## src/rtl/pipe_shifter.sv

```systemverilog
// pipe_shifter: fully pipelined barrel shifter (LSR/ASR/LSL/ROR), one register
// per power-of-two shift stage, valid/ready handshake with a combinational
// ready chain so bubbles collapse and a full pipe can accept while emitting.
//
// Ports:
//   clk      rising-edge clock
//   rst_n    synchronous active-low reset
//   in_vld   operand valid            in_rdy  block can accept this cycle
//   src      operand                  amt     shift amount 0..WIDTH-1
//   op       00 LSR, 01 ASR, 10 LSL, 11 ROR
//   out_vld  res/zero valid           out_rdy consumer accepts this cycle
//   res      shifted result           zero    res == 0 (valid with out_vld)
module pipe_shifter #(
  parameter  int unsigned WIDTH = 16,
  localparam int unsigned AW    = $clog2(WIDTH),
  localparam int unsigned NSTG  = AW
) (
  input  logic             clk,
  input  logic             rst_n,
  input  logic             in_vld,
  output logic             in_rdy,
  input  logic [WIDTH-1:0] src,
  input  logic [AW-1:0]    amt,
  input  logic [1:0]       op,
  output logic             out_vld,
  input  logic             out_rdy,
  output logic [WIDTH-1:0] res,
  output logic             zero
);

  localparam logic [1:0] OP_LSR = 2'b00;
  localparam logic [1:0] OP_ASR = 2'b01;
  localparam logic [1:0] OP_LSL = 2'b10;

  // One fixed-distance shift step; sgn is the original operand MSB.
  function automatic logic [WIDTH-1:0] f_stage(
    input logic [WIDTH-1:0] d,
    input logic [1:0]       o,
    input logic             sgn,
    input int unsigned      sh
  );
    logic [WIDTH-1:0] v_fill;
    logic [WIDTH-1:0] v_res;
    v_fill = ~({WIDTH{1'b1}} >> sh);
    case (o)
      OP_LSR:  v_res = d >> sh;
      OP_ASR:  v_res = (d >> sh) | (sgn ? v_fill : '0);
      OP_LSL:  v_res = d << sh;
      default: v_res = (d >> sh) | (d << (WIDTH - sh));
    endcase
    return v_res;
  endfunction

  for (genvar k = 0; k < NSTG; k++) begin : g_stg
    logic             r_vld;
    logic [WIDTH-1:0] r_data;
    logic [AW-1:0]    r_amt;
    logic [1:0]       r_op;
    logic             r_sign;

    logic             w_vin;
    logic [WIDTH-1:0] w_din;
    logic [AW-1:0]    w_ain;
    logic [1:0]       w_oin;
    logic             w_sin;
    logic [WIDTH-1:0] w_dout;
    logic             w_adv;

    // Stage inputs: operand ports for stage 0, previous register otherwise.
    if (k == 0) begin : g_src
      assign w_vin = in_vld;
      assign w_din = src;
      assign w_ain = amt;
      assign w_oin = op;
      assign w_sin = src[WIDTH-1];
    end else begin : g_chain
      assign w_vin = g_stg[k-1].r_vld;
      assign w_din = g_stg[k-1].r_data;
      assign w_ain = g_stg[k-1].r_amt;
      assign w_oin = g_stg[k-1].r_op;
      assign w_sin = g_stg[k-1].r_sign;
    end

    // A slot may load when empty or when its content moves on this cycle.
    if (k == NSTG - 1) begin : g_last
      assign w_adv = !r_vld || out_rdy;
    end else begin : g_mid
      assign w_adv = !r_vld || g_stg[k+1].w_adv;
    end

    assign w_dout = w_ain[k] ? f_stage(w_din, w_oin, w_sin, 32'(1) << k) : w_din;

    // Payload only loads with a valid item, so a bubble leaves data untouched.
    always_ff @(posedge clk) begin
      if (!rst_n) begin
        r_vld  <= 1'b0;
        r_data <= '0;
        r_amt  <= '0;
        r_op   <= '0;
        r_sign <= 1'b0;
      end else if (w_adv) begin
        r_vld <= w_vin;
        if (w_vin) begin
          r_data <= w_dout;
          r_amt  <= w_ain;
          r_op   <= w_oin;
          r_sign <= w_sin;
        end
      end
    end
  end

  logic r_zero;

  // Zero flag travels with the final-stage data register.
  always_ff @(posedge clk) begin
    if (!rst_n) begin
      r_zero <= 1'b0;
    end else if (g_stg[NSTG-1].w_adv && g_stg[NSTG-1].w_vin) begin
      r_zero <= (g_stg[NSTG-1].w_dout == '0);
    end
  end

  // Final-stage shift metadata has no consumer.
  logic w_unused_meta;
  assign w_unused_meta = ^{g_stg[NSTG-1].r_amt, g_stg[NSTG-1].r_op, g_stg[NSTG-1].r_sign};

  assign in_rdy  = g_stg[0].w_adv;
  assign out_vld = g_stg[NSTG-1].r_vld;
  assign res     = g_stg[NSTG-1].r_data;
  assign zero    = r_zero;

endmodule

```

## config.mk

```make
export PLATFORM = sky130hd
export DESIGN_NAME = pipe_shifter
export DESIGN_NICKNAME = d
export VERILOG_FILES = /design/src/rtl/pipe_shifter.sv
export SDC_FILE = /design/constraint.sdc
export NUM_CORES = 1
export LEC_CHECK = 0
export BUFFER_PORTS_ARGS = -buffer_cell sky130_fd_sc_hd__buf_2
export CAP_MARGIN = 25
export CORE_MARGIN = 1.5
export CORE_UTILIZATION = 48
export DETAILED_ROUTE_END_ITERATION = 12
export PLACE_DENSITY_LB_ADDON = 0.15
export SLEW_MARGIN = 20
export SYNTH_ARGS = -nofsm -noshare
export SYNTH_HDL_FRONTEND = slang
export SYNTH_SLANG_ARGS = --single-unit
```

## constraint.sdc

```tcl
create_clock -name clk -period 2.29 [get_ports clk]
set_clock_uncertainty 0.2 [all_clocks]
set_input_delay 0.1145 -clock clk [delete_from_list [all_inputs] [get_ports clk]]
set_output_delay 0.1145 -clock clk [all_outputs]
set_load 0.01 [all_outputs]
```

==> results of run 1 <==
logic make-up (layout without fill, tap and decap cells):
kind of cell           Yosys count  count (layout)  share of synthesized area (%)
AND/OR/NAND/NOR                237             237                           23.9
flip-flops                      84              84                           38.0
buffers and inverters           55             103                           6.38
AO/OA/AOI/OAI                  151             151                           25.6
multiplexers                    27              27                           6.13
power groups by stage:
stage	combinational (mW)	sequential [mW]	clock, mW
global route	0.383	1.58	1.22
detailed placement	0.310	1.60	0
finish	0.341	1.57	1.13
floorplan	0.233	1.58	0
CTS	0.341	1.57	1.15
global placement	0.303	1.60	0
timing repair:
action / 4_1_cts / 5_1_grt
buffers inserted: 0 / 0
gates resized for setup: 0 / 0
hold buffers: 24 / 0
hold endpoints to repair: 31 / 0
final timing paths:
path / cells past startpoint / end / slack (ps)
min reg2reg: 2 / res[9] / 260
min: 4 / g_stg[0].r_data[0] / 7
max: 5 / zero / 280
max reg2reg: 5 / zero / 280
tightest hold or removal path, cell delays in order:
cell and delay, ps:
buf_2 120, inv_1 50, o221ai_1 110, o211a_1 130
cells in the mapped netlist, types with 2 or more instances:
master      n
and3_1      2
dfxtp_1    84
clkbuf_1   25
a211o_1     4
o21a_1      2
nand3_1    10
nor2_1     25
nor3b_1     2
a21oi_1    11
nand2_2     2
inv_1       5
nor2b_1    22
buf_6       6
o211ai_1   33
a22oi_1     2
mux2i_1    26
a21boi_1    8
nand2_1   152
a311oi_1   10
and2_1      4
a31oi_1    14
o21ai_0     3
buf_2      16
o211a_1    12
a21boi_0   48
buf_4       3
nand2b_1   10
cells in the final DEF (no fill, tap or decap), types with 10 or more instances in the layout:
cell type,instances
nor2_1,25
buf_4,14
dfxtp_1,84
a311oi_1,10
a31oi_1,14
nand3_1,10
nand2_1,152
nor2b_1,22
buf_2,44
mux2i_1,26
dlygate4sd3_1,24
nand2b_1,10
a21oi_1,11
o211ai_1,33
a21boi_0,48
o211a_1,12
sequential cells by signal, summed over array words and instances, names as in the netlist:
register,flops
g_stg.r_sign,3
g_stg.r_vld,3
g_stg.r_data,48
zero,1
g_stg.r_amt,6
res,16
g_stg.r_op,6
out_vld,1
metal layers:
metal	global-route usage (%)	vias up	wire [microns]
li1	-	2011	-
met1	24.5	1758	4420
met2	39.3	61	5020
met3	3.05	13	227
met4	7.48	0	191
met5	0	-	0
through the flow:
stage                     std cells  power, mW
final                           710       3.04
after global routing            710       3.17
after CTS                       710       3.06
after detailed placement        671       1.91
after global placement          671       1.90
after floorplan                 554       1.82
area by class of cell:
| type | instances | area, sq um |
|---|---|---|
| fill | 848 | 3760 |
| multi-input combinational | 415 | 2470 |
| sequential | 84 | 1680 |
| timing repair buffer | 83 | 586 |
| tap | 108 | 135 |
| clock buffer | 10 | 128 |
| clock inverter | 5 | 77.6 |
| inverter | 5 | 18.8 |
==> run metrics, run 1 <==
gpl congestion 0.895; port bufs 44; largest area contributor in the netlist dfxtp_1; ys async rst share 0%; Initial DRC Count 171; GRT Overall Usage 21.1%; syn_area_per_cell 8.00 sq um; CP arrival 2110 ps; delay-heaviest family, CP simple AND/OR/NAND/NOR gates; combinational share of power 11.2%; Via Count 3,843; share of the synthesized area in the top cell type 38.0%; Worst Min Path Start src[0]; cells along the critical path nand3b_4, a31oi_1, or4_1, nor4_2, a32o_1; Req. time, crit path 2390 ps; Via density 5.41; hold slack 6.89 ps; first-pass GRT wire length 16.9 mm; max_cap viols 0; crit start category flop; Placed Area 0.00465 sq mm; outcome finished clean; Initial Utilization 50.1%; Int Pwr 2.28 mW; switching pwr 0.759 mW; num ports 45; Leak between 2 and 2.5 nW; Critical-path top delay cell or4_1; clk_lat worst skew 350 ps; total gr overflow 0; Die Wd 99.1 microns; Synth Flop Type dfxtp_1; Clk pwr share a little under two fifths; Setup-failing EPs final 0; post-place setup slack 299 ps; Slew @ Worst Pin 615 ps; layout cell share with drive strength beyond 1 13.1%; number of nets in the layout 624; row count 34; cell area after layout 0.00509 sq mm; Net Sw Frac 25.0%; CP endpoint kind flop; setup TNS 0 ps; maximum VDD drop 369 uV; Post-Syn Area 0.00443 sq mm; Post-synth EDFFs 0; DIE AREA 0.00982 sq mm; WS Path Type reg -> reg; ant diodes 0; initial antenna violation count 0; Max clock buf depth 2; relative slew slack 58.9%; Seq cells post-synth 84; Final period util 87.7%; CTS tree yes; WP buf/inv 0; Yosys Warn Count 0; Post-DP HPWL 7.19 mm; vias in the first global route 3,653; DR pass1 iterations 4; Tmin final between 2000 and 2500 ps; H-tree depth 3; TritonCTS Buffers 9; pin count of the biggest net entering global routing 64; Worst path max stage delay 560 ps; Critical R2R Launch g_stg[2].r_op[1]; final WL 9.86 mm; post-synthesis cell count 554; worst-path fanout max 11; Mapped Nets 580; Peak Freq 498 MHz; share of the yosys chip area belonging to registers between 30 and 40%; min-delay worst type in -> reg; power per cell area around 600 mW/mm^2; synth top area cells dfxtp_1, nand2_1, a21boi_0, mux2i_1, o211ai_1; fin worst setup slack approximately 280 ps; Root Driver clkbuf_8; clk sinks 84; Reg power frac roughly half; final core utilization a little under three fifths; ANT nets after route 0; floorplan core area approximately 0.0088 sq mm; RSZ-0062 raised after global routing false; Yosys cell types 40; Residual DRC 0; height of the die between 90 and 100 microns; Hold Fails Final Rpt 0; Critical Path Source g_stg[2].r_op[1]; clock slew at reported path FFs 90 ps; Max Slew Vio Count 0; Syn-to-layout area delta 14.9%; drt wl/cell 13.9 microns
Power figures use the tool's default switching activity.
==> run 2, diff against run 1 <==
- CORE_ASPECT_RATIO: unset -> 0.5
==> run 2 against run 1 <==
Non-clock buffer count up 5; worst setup slack got worse by 28 ps; first-iteration DRC count increased by 16%; sequential power about the same; die area is 0.36% higher; count of clock-buffer cells in the layout increased by 1; worst hold slack improved by 29 ps; maximum frequency down 1.4%; global-route usage rose by 0.82 points; via count fell by 0.70%; clock power is 26% higher; wire length is 1.8% higher.
==> run metrics, run 2 (same netlist as run 1, synthesis figures left out) <==
outcome finished clean; hold_buf cts 22; max reg flops 48; PostCTS Resize Cnt 0; commonest non-fill, non-tap cell in the layout nand2_1; Final period util 88.9%; Max Slew Vio Count 0; post-place setup slack 303 ps; Placed Area between 0.004 and 0.005 sq mm; row count 24; maximum VDD drop 455 uV; number of nets in the layout 629; Via density approximately 5.3; CP arrival between 2000 and 2500 ps; final WL 10.0 mm; drt wl/cell 13.9 microns; Top reg by flops g_stg.r_data; height of the die 70.9 microns; Req. time, crit path 2320 ps; clock slew at reported path FFs roughly 60 ps; Syn-to-layout area delta 17.6%; layout cell share with drive strength beyond 1 14.2%; relative slew slack between 50% and 60%; Peak Freq around 490 MHz; DR pass1 iterations 4; Slew @ Worst Pin 607 ps; Hold Fails Final Rpt 0; H-tree depth 3; Setup-failing EPs final 0; first-pass GRT wire length ~18 mm; ANT nets after route 0; final core utilization between 50 and 60%; CP endpoint kind flop; Initial Utilization 50.2%; Tmin final 2040 ps; setup TNS 0 ps; fill count about 800; initial antenna violation count 0; min-delay worst type in -> reg; gpl congestion between 0.8 and 0.9; postcts setup bufs 0; max_cap viols 0; port bufs 44; Initial DRC Count between 150 and 200; Post-DP HPWL 7.17 mm; cell area after layout 0.00521 sq mm; CTS tree yes; worst-path fanout max 17; Max clock buf depth 2; num ports 45; DIE AREA 0.00985 sq mm; clk sinks 84; total gr overflow 0; clk_lat worst skew 340 ps; Leak 2.14 nW; most frequent cells in the layout nand2_1, dfxtp_1, a21boi_0, buf_2, o211ai_1; crit start category input pin; WS Path Type in -> reg; RSZ-0062 raised after global routing false; TritonCTS Buffers 9; Root Driver clkbuf_16; Die Wd 139 microns; floorplan core area between 0.008 and 0.009 sq mm; power per cell area approximately 640 mW/mm^2; GRT Overall Usage 21.9%; vias in the first global route 3,541; Via Count 3,816; pin count of the biggest net entering global routing 45; ant diodes 0; fin worst setup slack 254 ps; Residual DRC 0
## run 2: cell count changes in the layout (fill, tap and decap cells not counted)
cell	delta
clkbuf_16	+9
buf_4	+8
clkbuf_8	-8
dlygate4sd3_1	-2
buf_12	-1
bufinv_16	-1
clkinv_2	-1
clkinvlp_4	+1
## run 2: through the flow
stage          hold slack [ps]  cells  total power [mW]
2_1_floorplan             53.0    554              1.82
3_3_place_gp               169    687              1.91
3_5_place_dp               175    687              1.92
4_1_cts                   23.1    724              3.36
5_1_grt                   52.3    724              3.48
6_report                  35.6    724              3.34
## run 2: worst paths after layout
kind	startpoint	to	slack [ps]	cells past startpoint
setup / recovery	out_rdy	g_stg[0].r_data[15]	250	8
hold / removal	src[0]	g_stg[0].r_data[0]	40	4
setup reg to reg	g_stg[2].r_op[1]	zero	300	5
hold reg to reg	res[9]	res[9]	260	2
## run 2: area by class of cell
cell class / count / area [sq um] / area share [%]
multi-input combinational: 415 / 2470 / 47.3
sequential: 84 / 1680 / 32.3
timing repair buffer: 88 / 606 / 11.6
clock buffer: 11 / 243 / 4.66
tap: 117 / 146 / 2.81
clock inverter: 4 / 50.0 / 0.960
inverter: 5 / 18.8 / 0.360
## run 2: power by group
part           internal [mW]  total (mW)  switching [mW]
clock                  0.866        1.42           0.557
sequential              1.52        1.57          0.0574
combinational          0.164       0.341           0.177
total                   2.55        3.34           0.792
## run 2: critical path, cell delays in order
cell	delay [ps]
dlygate4sd3_1	520
buf_2	110
and4b_1	250
nand2_2	100
and2_1	510
buf_4	260
nand2_1	60
o211a_1	120
## run 2: layer usage
| metal | part of all wire, % | global-route usage (%) | up-vias |
|---|---|---|---|
| met3 | 3.5 | 5.01 | 9 |
| met2 | 42 | 34.0 | 77 |
| met5 | 0 | 0 | - |
| met4 | 1.3 | 6.94 | 0 |
| li1 | - | - | 2024 |
| met1 | 53 | 30.5 | 1706 |
==> run 3, diff against run 2 <==
- SETUP_SLACK_MARGIN: unset -> 0.4
==> run 3 against run 2 <==
Maximum frequency rose by 12%; critical path depth decreased by 3; non-clock buffer count up 6; largest power group unchanged; die area stayed put; critical path type is now reg -> reg; wire length up 2.8%; power increased by 0.20%; via count rose by 1.2%; combinational power up 2%; sequential share of layout area shrank 0.64 points.
==> run metrics, run 3 (same netlist as run 1, synthesis figures left out) <==
outcome finished clean; clk sinks 84; port bufs 44; TritonCTS Buffers 9; Reg area roughly 0.0017 sq mm; power per cell area about 630 mW/mm^2; crit start category flop; DIE AREA about 0.0099 sq mm; Root Driver clkbuf_16; ANT nets after route 0; GRT Overall Usage 21.9%; layout cell share with drive strength beyond 1 17.6%; floorplan core area 0.00883 sq mm; commonest non-fill, non-tap cell in the layout nand2_1; CTS tree yes; Hold Fails Final Rpt 0; max_cap viols 0; fill count 798; Leak 2.17 nW; Max Slew Vio Count 0; CP endpoint kind flop; vias in the first global route 3,545; clock slew at reported path FFs 60 ps; Initial Utilization 50.2%; Post-DP HPWL approximately 7.2 mm; Top reg by flops g_stg.r_data; clk_lat worst skew 340 ps; relative slew slack 66.1%; Final period util between 70% and 80%; Tmin final roughly 1800 ps; Die Wd 139 microns; H-tree depth 3; Residual DRC 0; Slew @ Worst Pin 508 ps; Req. time, crit path roughly 2400 ps; final total power 3.34 mW; Syn-to-layout area delta 20.7%; final WL 10.3 mm; most frequent cells in the layout nand2_1, dfxtp_1, a21boi_0, buf_2, o211ai_1; initial antenna violation count 0; final core utilization 60.6%; Max clock buf depth 2; multi-input logic area 0.00254 sq mm; WS Path Type reg -> reg; total gr overflow 0; delay-heaviest family, CP simple AND/OR/NAND/NOR gates; Via density 5.29; ant diodes 0; Worst path max stage delay 530 ps; RSZ-0062 raised after global routing true; number of nets in the layout between 600 and 700; worst-path fanout max 7; height of the die 70.9 microns; pin count of the biggest net entering global routing 45; num ports 45; setup TNS 0 ps; maximum VDD drop 455 uV; max reg flops 48; cells along the critical path nand3b_4, a31oi_2, or4_4, nor4_4, a32o_1; CP arrival 1900 ps; Via Count 3,863; gpl congestion between 0.8 and 0.9; min-delay worst type in -> reg; DR pass1 iterations 4; Peak Freq 550 MHz; Critical-path top delay cell or4_4; first-pass GRT wire length 17.6 mm; Initial DRC Count between 200 and 300; drt wl/cell 14.1 microns; WP buf/inv 0; Setup-failing EPs final 0; row count 24
run 3: path summary, 6_finish.rpt:
kind | start | endpoint | slack [ps] | cells past startpoint
worst max register to register | g_stg[2].r_op[1] | zero | 470 | 5
worst max-delay path | g_stg[2].r_op[1] | zero | 470 | 5
worst min-delay path | src[0] | g_stg[0].r_data[0] | 30 | 4
worst min register to register | res[9] | res[9] | 260 | 2
run 3: metal layers:
layer	vias to the layer above	track usage, %	wire length (microns)
li1	2039	-	-
met1	1719	30.5	5230
met2	94	34.1	4530
met3	11	5.01	415
met4	0	6.94	134
met5	-	0	0
run 3: final cells by class:
| type | count | area share (%) |
|---|---|---|
| clock inverters | 4 | 0.936 |
| well taps | 117 | 2.74 |
| multi-input cells | 415 | 47.5 |
| repair buffers | 94 | 12.3 |
| clock buffers | 11 | 4.54 |
| inverters | 5 | 0.351 |
| flip-flops and latches | 84 | 31.6 |
run 3: timing repair:
item | CTS | global route
gates resized for setup | 3 | 20
hold buffers | 22 | 0
setup buffers | 0 | 6
endpoints found under the hold margin | 23 | 0
pin swaps | 0 | 4
setup endpoints to repair | 10 | 20
run 3: metrics by stage:
step | setup slack, ps | area [sq um] | instances | hold WS, ps
2_1_floorplan | 590 | 4430 | 554 | 53.0
3_3_place_gp | 364 | 4700 | 687 | 169
3_5_place_dp | 303 | 4700 | 687 | 175
4_1_cts | 418 | 5220 | 724 | 23.1
5_1_grt | 368 | 5350 | 730 | 52.3
6_report | 470 | 5350 | 730 | 34.1
run 3: tightest hold or removal path, delay by kind of cell:
family / cells / cell delay, ps
buf+inv: 2 / 170
compound gates: 2 / 230
run 3: report_power, final:
group / internal [mW] / switching, mW / leakage (nW)
Clock: 0.866 / 0.559 / 0.138
Combinational: 0.168 / 0.180 / 1.35
Sequential: 1.51 / 0.0579 / 0.687
